$ cat src/rtl/csa_tree_pipe.sv
// csa_tree_pipe: pipelined Wallace 3:2 compressor tree summing NOPS unsigned operands.
// Define CSA_TREE_CS_OUT_EN to drop the final adder and expose out_s/out_c.
module csa_tree_pipe #(
  parameter  int NN   = 16,
  parameter  int NOPS = 4,
  localparam int OW   = NN + $clog2(NOPS)
) (
  input  logic               clk,
  input  logic               rst_n,
  input  logic [NOPS*NN-1:0] in_data,
  input  logic               in_valid,
  output logic               in_ready,
`ifdef CSA_TREE_CS_OUT_EN
  output logic [OW-1:0]      out_s,
  output logic [OW-1:0]      out_c,
`else
  output logic [OW-1:0]      out_sum,
`endif
  output logic               out_valid,
  input  logic               out_ready
);

  function automatic int nrows(input int l);
    int r;
    r = NOPS;
    for (int i = 0; i < l; i++)
      r = 2 * (r / 3) + r % 3;
    return r;
  endfunction

  function automatic int nlayers();
    int r;
    int n;
    r = NOPS;
    n = 0;
    for (int i = 0; i < 8; i++)
      if (r > 2) begin
        r = 2 * (r / 3) + r % 3;
        n++;
      end
    return n;
  endfunction

  localparam int NL = nlayers();

  typedef logic [OW-1:0] row_t;

  row_t        lin [NOPS];
  row_t        src [NOPS];
  row_t        nx  [1:NL][NOPS];
  row_t        st  [1:NL][NOPS];
  logic [NL:1] vld;
  logic        stall;

  assign stall    = out_valid && !out_ready;
  assign in_ready = !stall;

  always_comb
    for (int k = 0; k < NOPS; k++)
      lin[k] = {{(OW-NN){1'b0}}, in_data[k*NN +: NN]};

  // Layer l compresses the registered rows of layer l-1 (or the inputs).
  always_comb begin
    int   r;
    int   g;
    row_t a;
    row_t b;
    row_t c;
    r = 0;
    g = 0;
    a = '0;
    b = '0;
    c = '0;
    src = lin;
    for (int l = 1; l <= NL; l++)
      for (int k = 0; k < NOPS; k++)
        nx[l][k] = '0;
    for (int l = 1; l <= NL; l++) begin
      r = nrows(l - 1);
      g = r / 3;
      for (int k = 0; k < NOPS / 3; k++)
        if (k < g) begin
          a = src[3*k];
          b = src[3*k+1];
          c = src[3*k+2];
          nx[l][2*k]   = a ^ b ^ c;
          nx[l][2*k+1] = ((a & b) | (a & c) | (b & c)) << 1;
        end
      for (int j = 0; j < 2; j++)
        if (j < r % 3)
          nx[l][2*g+j] = src[3*g+j];
      src = st[l];
    end
  end

  always_ff @(posedge clk or negedge rst_n)
    if (!rst_n) begin
      vld <= '0;
      for (int l = 1; l <= NL; l++)
        for (int k = 0; k < NOPS; k++)
          st[l][k] <= '0;
    end else if (!stall) begin
      vld[1] <= in_valid;
      for (int l = 2; l <= NL; l++)
        vld[l] <= vld[l-1];
      st <= nx;
    end

`ifdef CSA_TREE_CS_OUT_EN
  assign out_s     = st[NL][0];
  assign out_c     = st[NL][1];
  assign out_valid = vld[NL];
`else
  always_ff @(posedge clk or negedge rst_n)
    if (!rst_n) begin
      out_sum   <= '0;
      out_valid <= 1'b0;
    end else if (!stall) begin
      out_sum   <= st[NL][0] + st[NL][1];
      out_valid <= vld[NL];
    end
`endif

endmodule
$ cat config.mk
export PLATFORM = sky130hd
export DESIGN_NAME = csa_tree_pipe
export DESIGN_NICKNAME = d
export VERILOG_FILES = /design/src/rtl/csa_tree_pipe.sv
export SDC_FILE = /design/constraint.sdc
export NUM_CORES = 1
export LEC_CHECK = 0
export BUFFER_PORTS_ARGS = -buffer_cell sky130_fd_sc_hd__buf_2
export CAP_MARGIN = 10
export CORE_ASPECT_RATIO = 1.25
export CORE_MARGIN = 3
export CORE_UTILIZATION = 58
export CTS_BUF_LIST = sky130_fd_sc_hd__clkbuf_4 sky130_fd_sc_hd__clkbuf_8
export DETAILED_ROUTE_END_ITERATION = 6
export GPL_TIMING_DRIVEN = 0
export PLACE_DENSITY = 0.87
export SLEW_MARGIN = 5
export SYNTH_ARGS = -nofsm -noshare
export SYNTH_HDL_FRONTEND = slang
export SYNTH_SLANG_ARGS = --single-unit
$ cat constraint.sdc
create_clock -name clk -period 2.4 [get_ports clk]
set_input_delay 0.24 -clock clk [delete_from_list [all_inputs] [get_ports clk]]
set_output_delay 0.24 -clock clk [all_outputs]
set_load 0.02 [all_outputs]
==> run_results.csv <==
group,metric,value,unit
logic_synthesis,synth_area_leaders,"dfrtp_1, nand2_1, fa_1",
cells_and_area,multi_input_area,2580,µm²
critical_path,critPathLaunchType,"flip-flop",
timing,drv_slew,0,
place,io_buffers,87,
floorplanning,core,8750,µm²
logic_synthesis,synth-main-ff-cell,"dfrtp_1",
critical_path,worstPathArrival,2.60,ns
place,dp_hpwl,9350,µm
run,cap_violations,0,
clock_network,clk_latency,0.38,ns
cells_and_area,layout-drive-gt1-share,0.180,
grt,grt_max_degree,62,
critical_path,crit_path_end_kind,"flip-flop",
logic_synthesis,yosysSeqAreaShare,0.486,
clock_network,cts.path.max_buffers,2,
cells_and_area,nNetsFinal,775,
logic_synthesis,yosys_warnings,0,
timing,max-slew-margin-rel,0.489,
timing,fin_setup_tns,0,ns
critical_path,criticalPathCategory,"flip-flop to flip-flop",
logic_synthesis,async_reset_ff_frac,1.00,
floorplanning,rows,38,
grt,first_global_vias,4407,
route,postRouteAntennaNets,0,
clock_network,cts-buffers-inserted,9,
clock_network,cts-root-buf,"clkbuf_8",
grt,grt-ovfl-total,0,
logic_synthesis,ys_seq_elements,102,
logic_synthesis,ys_types,50,
grt,grt_pass1_wl,21200,µm
cells_and_area,areaGrowthSynthToFinish,15.5,%
clock_network,cts_sinks,102,
min_path,hold_path_class,"primary input to flip-flop",
power,power.density,1280,nW/µm²
grt,grtUsageTotal,0.266,
timing,finalWorstPathRequiredPeriod,2.33,ns
cells_and_area,diodes,0,
route,drt_iter0_drc,201,
cells_and_area,nFillCells,726,
grt,antenna_found_initial,0,
route,first_pass_iters,4,
critical_path,cp_max_fo,5,
timing,hold_viol,0,
logic_synthesis,avgSynthCellArea,9.42,µm²
power,irDropWorstVdd,0.000546,V
timing,period_share,0.970,
clock_network,cts_setup_buffers,0,
route,vias_per_cell,5.49,
logic_synthesis,synth_edf_count,0,
logic_synthesis,yosys.area.top_type,"dfrtp_1",
power,power_leakage,3.16,nW
route,drc,0,
timing,rsz0062_at_grt,"yes",
cells_and_area,fin_area,6070,µm²
clock_network,clkTransAtPathRegs,0.10,ns
timing,worst_slew_pin_slew,0.766,ns
floorplanning,die_x,91.1,µm
place,gp_congestion,0.840,
floorplanning,die_y,112,µm
route,vias,4291,
timing,finalSetupViolations,0,
logic_synthesis,synth.top_cell.area_share,0.486,
timing,timing.fmax,429,MHz
route,totalWireLength,12600,µm
route,wl_per_cell,16.1,µm
logic_synthesis,syn_nets,675,
logic_synthesis,syn_inst,558,
clock_network,htreeDepth,3,
logic_synthesis,syn-cell-area,5260,µm²
place,dpl_cell_area,5860,µm²
floorplanning,start_util,0.601,
timing,fin_skew,0.00625,ns
status,status,"finished, final reports clean",
cells_and_area,seq_area,2550,µm²
floorplanning,ios,88,
clock_network,cts_tree,"built",
critical_path,crit_required,2.67,ns
floorplanning,die_area,10200,µm²
==> routing by layer <==
layer	vias to the layer above	routed length [µm]	track usage
met2	159	6360	0.450
met3	25	693	0.0509
li1	1998	-	-
met1	2109	5170	0.335
met4	0	331	0.117
met5	-	0	0
==> state kept, by name, indices dropped and copies added (netlist names) <==
register and count:
vld 2, out_sum 18, out_valid 1, st 48, src 33
==> where the power goes <==
part / switching (mW) / internal [mW]
clock network: 0.586 / 0.456
logic: 2.36 / 1.52
registers: 0.451 / 2.39
==> cell usage after synthesis (2+ instances only) <==
cell and count:
buf_1 6, o2111ai_1 2, xnor2_1 3, o21ai_0 8
buf_2 3, buf_6 3, ha_1 17, nor2b_1 2
nor3b_1 2, clkbuf_1 13, o21a_1 5, a31oi_1 4
nor2_1 14, nand3_1 5, xor2_1 4, and3_1 4
dfrtp_1 102, a21oi_1 18, o211a_1 2, a21o_1 4
nand4_1 3, fa_1 32, a211oi_1 3, nand2_1 271
and2_1 2, o31ai_1 2
==> cells by family (layout without fill, tap and decap cells) <==
| group | after synthesis | count (layout) | share of synthesized area |
|---|---|---|---|
| AND/OR/NAND/NOR | 313 | 313 | 0.239 |
| flip-flops | 102 | 102 | 0.486 |
| AO/OA/AOI/OAI | 59 | 59 | 0.0759 |
| adder cells (fa/ha/maj) | 49 | 49 | 0.162 |
| buffers and inverters | 28 | 132 | 0.0252 |
| XOR/XNOR | 7 | 7 | 0.0117 |
==> repair_timing <==
item	in CTS	in global routing
setup endpoints to repair	0	3
resized for setup	0	2
hold endpoints to repair	60	0
hold buffers	1	0
==> area by class of cell <==
type,count,area share
Clock buffer,12,0.0272
Clock inverter,3,0.00309
Buffer,26,0.0206
Sequential cell,102,0.421
Multi-Input combinational cell,428,0.425
Tap cell,120,0.0247
Inverter,2,0.00124
Timing Repair Buffer,89,0.0771
==> cells in the final DEF, fill, tap and decap left out, types with 5 or more instances in the layout <==
cell / count
o21ai_0: 8
nand2_1: 271
a21oi_1: 18
buf_2: 89
o21a_1: 5
ha_1: 17
buf_1: 6
nand3_1: 5
fa_1: 32
nor2_1: 14
clkbuf_1: 13
dfrtp_1: 102
clkbuf_8: 12
==> stage by stage <==
step	std cells	hold slack [ns]	util	power (mW)	setup slack (ns)
floorplan	558	-0.0556	-	5.50	0.289
global placement	765	0.437	0.668	6.48	0.114
detailed placement	766	0.364	0.670	6.65	0.0959
CTS	782	0.0423	0.693	7.72	0.0641
global route	782	0.0473	0.694	8.42	-0.00548
finish	782	0.0563	0.694	7.76	0.0710
==> path summary, 6_finish.rpt <==
| check | endpoint | slack [ns] | cells after the start | start |
|---|---|---|---|---|
| worst max-delay path | out_sum[15] | 0.07 | 7 | src[55] |
| worst min-delay path | st[91] | 0.06 | 3 | in_data[49] |
| worst max register to register | out_sum[15] | 0.07 | 7 | src[55] |
| worst min register to register | out_sum[2] | 0.48 | 2 | out_sum[2] |
| max in group asynchronous | st[120] | 1.23 | 3 | rst_n |
| min in group asynchronous | st[141] | 0.47 | 2 | rst_n |
==> worst max-delay path, cell delays in order, from the launching register on <==
cell     delay [ns]
dfrtp_1        0.41
ha_1           0.25
fa_1           0.43
a21o_2         0.22
a221o_2        0.41
a31oi_2        0.24
and3_2         0.21
nor3_2         0.05
Note: power is estimated with default switching activity, not from simulation.
